[src/rtl/pe_feed_pkg.sv]
// Shared types and constants for the PE row feed sequencer.
package pe_feed_pkg;

  // Controller phases: waiting for a block, accepting beats, flushing zeros.
  typedef enum logic [1:0] {
    ST_IDLE  = 2'd0,
    ST_FEED  = 2'd1,
    ST_DRAIN = 2'd2
  } pe_feed_state_t;

  // Default width of the block-length field.
  localparam int PE_FEED_LEN_WIDTH = 16;

  // Width of the stall performance counter.
  localparam int PE_FEED_STALL_W = 32;

endpackage

[src/rtl/pe_feed_ctrl.sv]
// Sequencer for the enable-gated register chain feeding one PE row.
// Accepts k_len beats over valid/ready, advances the external chain with a
// replicated enable, then flushes it with zeros and pulses done once empty.
// Optional feature: define PE_FEED_PERF_EN to build the stall_cycles counter;
// otherwise stall_cycles is tied to zero.
module pe_feed_ctrl
  import pe_feed_pkg::*;
#(
  parameter int NUM_STAGES = 16,
  parameter int LEN_WIDTH  = PE_FEED_LEN_WIDTH,
  parameter int MAX_FANOUT = 256
) (
  input  logic                       clk,
  input  logic                       rst,
  input  logic                       start,
  input  logic [LEN_WIDTH-1:0]       k_len,
  input  logic                       in_valid,
  output logic                       in_ready,
  input  logic                       pe_stall,
  output logic [NUM_STAGES-1:0]      shift_ena,
  output logic                       zero_fill,
  output logic                       out_valid,
  output logic                       busy,
  output logic                       done,
  output logic [PE_FEED_STALL_W-1:0] stall_cycles
);

  // The drain counter must hold the value NUM_STAGES itself.
  localparam int DCW = $clog2(NUM_STAGES + 1);

  // Reject configurations the tracker shift cannot express.
  generate
    if (NUM_STAGES < 2 || MAX_FANOUT < 1) begin : g_param_check
      $error("pe_feed_ctrl: NUM_STAGES must be >= 2 and MAX_FANOUT >= 1");
    end
  endgenerate

  pe_feed_state_t        state_q, state_d;
  logic [LEN_WIDTH-1:0]  beats_left_q, beats_left_d;
  logic [DCW-1:0]        drain_cnt_q, drain_cnt_d;
  logic [NUM_STAGES-1:0] vld_q, vld_d;
  logic                  done_q, done_d;

  // Single advance decision shared by every chain stage; heavy fanout.
  (* max_fanout = MAX_FANOUT *) logic adv;

  // Next-state, handshake and chain control decode.
  always_comb begin
    state_d      = state_q;
    beats_left_d = beats_left_q;
    drain_cnt_d  = drain_cnt_q;
    vld_d        = vld_q;
    done_d       = 1'b0;
    in_ready     = 1'b0;
    zero_fill    = 1'b0;
    adv          = 1'b0;

    case (state_q)
      ST_IDLE: begin
        if (start) begin
          if (k_len != '0) begin
            beats_left_d = k_len;
            state_d      = ST_FEED;
          end else begin
            // Empty block completes immediately.
            done_d = 1'b1;
          end
        end
      end

      ST_FEED: begin
        in_ready = !pe_stall;
        adv      = in_valid && !pe_stall;
        if (adv) begin
          beats_left_d = beats_left_q - 1'b1;
          if (beats_left_q == LEN_WIDTH'(1)) begin
            state_d     = ST_DRAIN;
            drain_cnt_d = DCW'(NUM_STAGES);
          end
        end
      end

      ST_DRAIN: begin
        zero_fill = 1'b1;
        adv       = !pe_stall;
        if (adv) begin
          drain_cnt_d = drain_cnt_q - 1'b1;
          if (drain_cnt_q == DCW'(1)) begin
            state_d = ST_IDLE;
            done_d  = 1'b1;
          end
        end
      end

      default: begin
        state_d = ST_IDLE;
      end
    endcase

    // Live-data tracker moves in lockstep with the chain.
    if (adv) begin
      vld_d = {vld_q[NUM_STAGES-2:0], !zero_fill};
    end
  end

  // State, counters, tracker and done pulse registers.
  always_ff @(posedge clk) begin
    if (rst) begin
      state_q      <= ST_IDLE;
      beats_left_q <= '0;
      drain_cnt_q  <= '0;
      vld_q        <= '0;
      done_q       <= 1'b0;
    end else begin
      state_q      <= state_d;
      beats_left_q <= beats_left_d;
      drain_cnt_q  <= drain_cnt_d;
      vld_q        <= vld_d;
      done_q       <= done_d;
    end
  end

  // Replicate the advance enable, one copy per chain stage.
  generate
    for (genvar gi = 0; gi < NUM_STAGES; gi++) begin : g_shift_ena
      assign shift_ena[gi] = adv;
    end
  endgenerate

  assign out_valid = vld_q[NUM_STAGES-1];
  assign busy      = (state_q != ST_IDLE);
  assign done      = done_q;

`ifdef PE_FEED_PERF_EN
  localparam logic [PE_FEED_STALL_W-1:0] STALL_MAX = '1;

  logic [PE_FEED_STALL_W-1:0] stall_q, stall_d;

  // Count non-advancing busy cycles; restart on each accepted start.
  always_comb begin
    stall_d = stall_q;
    if (state_q == ST_IDLE) begin
      if (start) begin
        stall_d = '0;
      end
    end else if (!adv && stall_q != STALL_MAX) begin
      stall_d = stall_q + 1'b1;
    end
  end

  // Stall counter register.
  always_ff @(posedge clk) begin
    if (rst) begin
      stall_q <= '0;
    end else begin
      stall_q <= stall_d;
    end
  end

  assign stall_cycles = stall_q;
`else
  assign stall_cycles = '0;
`endif

endmodule
[config.mk]
export PLATFORM = sky130hd
export DESIGN_NAME = pe_feed_ctrl
export DESIGN_NICKNAME = d
export VERILOG_FILES = /design/src/rtl/pe_feed_pkg.sv /design/src/rtl/pe_feed_ctrl.sv
export SDC_FILE = /design/constraint.sdc
export NUM_CORES = 1
export LEC_CHECK = 0
export BUFFER_PORTS_ARGS = -buffer_cell sky130_fd_sc_hd__buf_4
export CORE_MARGIN = 4
export CORE_UTILIZATION = 32
export CTS_CLUSTER_DIAMETER = 30
export DETAILED_ROUTE_END_ITERATION = 10
export GPL_TIMING_DRIVEN = 0
export SYNTH_ARGS = -nofsm -noshare
export SYNTH_HDL_FRONTEND = slang
export SYNTH_SLANG_ARGS = --single-unit
[constraint.sdc]
create_clock -name clk -period 4.5 [get_ports clk]
set_input_delay 0.9 -clock clk [delete_from_list [all_inputs] [get_ports clk]]
set_output_delay 0.9 -clock clk [all_outputs]
set_load 0.02 [all_outputs]
==> impl_results.md <==
- Period utilization: 83.0%
- Seq/Total Area, Yosys: 30.9%
- Crit path largest cell delay: 0.51 ns
- Dpl cell area: 3150 um2
- Vias after detailed routing: 2371
- CTS-repair resized insts: 0
- Initial DRC count: 116
- Ys flop type: dfxtp_1
- Mux cell area share after synthesis: 8.10%
- Layout Nets: 421
- Fin util: 41.8%
- Adder-cell share of the synthesized area: 3.38%
- Synthesized area: 2590 um2
- Synth Area per Inst: 8.26 um2
- RSZ-0062 raised after global routing: false
- ANT nets after route: 0
- Via density: 4.78
- Core area: 7810 um2
- CTS Buf Count: 5
- Initial antenna violation count: 0
- Final hold viol count: 0
- Number of synthesized flops with an enable pin: 0
- Most frequent cells in the layout: buf_4, dfxtp_1, conb_1, nor2_1, mux2i_1
- Die ar.: 9610 um2
- Async SR Flop Fraction: 0%
- Most numerous cell on the critical path: buf_4
- Design area: 3260 um2
- Synth area leaders: dfxtp_1, buf_4, mux2i_1, nor2_1, ha_1
- Total gr overflow: 0
- Clock slew at reported path FFs: 0.09 ns
- Slew Limit Fails: 0
- Site Rows: 32
- Area growth syn-to-layout: 25.7%
- # IOs: 74
- Min cycle time layout: 3.74 ns
- # clock sinks: 40
- Post-synthesis cell type count: 48
- Remaining DRCs: 0
- Max Freq: 0.268 GHz
- Largest net degree at the start of global routing: 26
- Hold Buf Count CTS: 0
- DP HPWL: 4.88 mm
- Xor and xnor area share after synthesis: 0%
- Yosys reg bits: 40
- Bufs and invs on worst path: 6
- Slowest CP cell: buf_2
- LEAKAGE: 0.00139 uW
- DRT Pass-1 Iters: 4
- I/O Buffers: 41
- Number of diodes: 0
- VDD IR max: 0.000212 V
- CP max FO: 25
- Max Cap Viol: 0
- Initial Utilization: 33.2%
- Width of the die: 98.1 um
- Wire length per cell: 13.0 um
- Clock Latency Late Sink: 0.30 ns
- First-pass GRT wire length: 10.5 mm
- Critical Path Sink Type: output port
- Power per cell area: 557 nW/um2
- CP Class: flop to output port
- Final GP Congestion: 0.821
- Area leader, netlist: dfxtp_1
- Post-synth top area share: 30.9%
- Post-synthesis compound-gate area fraction: 13.2%
- CP arrival: 2.84 ns
- Largest family of logic cells by synthesized area: simple AND/OR/NAND/NOR gates
- Total number of yosys warnings: 0
- Total track usage: 13.1%
- CP required: 3.60 ns
- Die height: 98.1 um
- Mapped Cells: 314
- H-tree levels: 2
- Slew margin rel.: 54.2%
- Setup-failing EPs final: 0
- Worst slew pin tran: 0.682 ns
- Fill cell count: 816
- Post-synthesis simple-gate area fraction: 26.1%
- Worst-case clock skew: 0.00527 ns
- Critical Path Start Type: flop
- Max Root-Sink Buffers: 2
- Outcome: finished clean
- Total wire length: 6.46 mm
- Setup TNS: 0 ns
- Commonest non-fill, non-tap cell in the layout: buf_4
- Crit-path cells: inv_1 > ha_1 > clkbuf_1 > a21oi_1 > nor3b_1 > buf_1 > buf_2 > buf_4 > buf_4
- CTS tree: built
- Vias in the first global route: 2119
- Hold Crit Class: flop to flop
- Cell family with most CP delay: buffers and inverters
- Share of cells above drive strength 1: 27.7%
- Root buffer cell: clkbuf_8
- Postcts setup bufs: 0
flip-flops by register name (all words and copies together), names as in the netlist:
register,flops
done,1
vld_q,16
beats_left_q,16
state_q,2
drain_cnt_q,5
layout make-up:
type                       count  area (um2)  area share, %
buffer                        65         428           13.1
clock buffer                   5        68.8           2.11
clock inverter                 3        47.5           1.46
inverter                      12        45.0           1.38
multi-input combinational    228        1440           44.1
sequential                    40         801           24.5
tap                          102         128           3.91
timing repair buffer          41         308           9.43
final timing paths:
| path | start | endpoint | slack (ns) | cells after the start |
|---|---|---|---|---|
| max | state_q[0] | shift_ena[7] | 0.76 | 9 |
| max reg2reg | state_q[0] | beats_left_q[8] | 1.83 | 9 |
| min reg2reg | drain_cnt_q[1] | drain_cnt_q[1] | 0.48 | 2 |
| min | drain_cnt_q[1] | drain_cnt_q[1] | 0.48 | 2 |
worst min-delay path, delay by kind of cell (launching register included):
family,cells,cell delay [ns]
compound gates,1,0.05
simple gates,1,0.06
flops,1,0.33
metrics by stage:
step,setup slack [ns],power [uW],hold slack [ns],instances
CTS,0.733,1810,0.480,496
detailed placement,0.994,1500,0.468,488
finish,0.764,1820,0.477,496
global route,0.505,1950,0.517,496
floorplan,1.40,1230,0.445,345
global placement,1.01,1490,0.460,488
layer usage:
layer	wire length, um	vias to the layer above	global-route usage (%)
met1	2920	1088	17.4
li1	-	1200	-
met4	103	0	5.32
met5	0	-	0
met2	3050	73	20.8
met3	386	10	2.50
cells in the mapped netlist (6+ instances only):
library cell and n:
nand3b_1 6, dfxtp_1 40, nand2b_1 14, o21ai_0 7, clkbuf_1 12, a211oi_1 7
a21oi_1 17, nand2_1 12, ha_1 7, nor3_1 9, mux2i_1 21, nand4_1 6
inv_1 11, buf_4 48, nor2_1 28
power breakdown:
group	internal, uW	switching (uW)	total [uW]
registers	429	79.7	509
logic	400	602	1000
clock network	167	141	308
cells by family after synthesis:
group / after synthesis
and+or+nand+nor: 117
buffers and inverters: 77
muxes: 21
AOI/OAI and AO/OA: 51
adders and majority gates: 7
DFF: 40
other: 1
(Power assumes the default switching activity.)
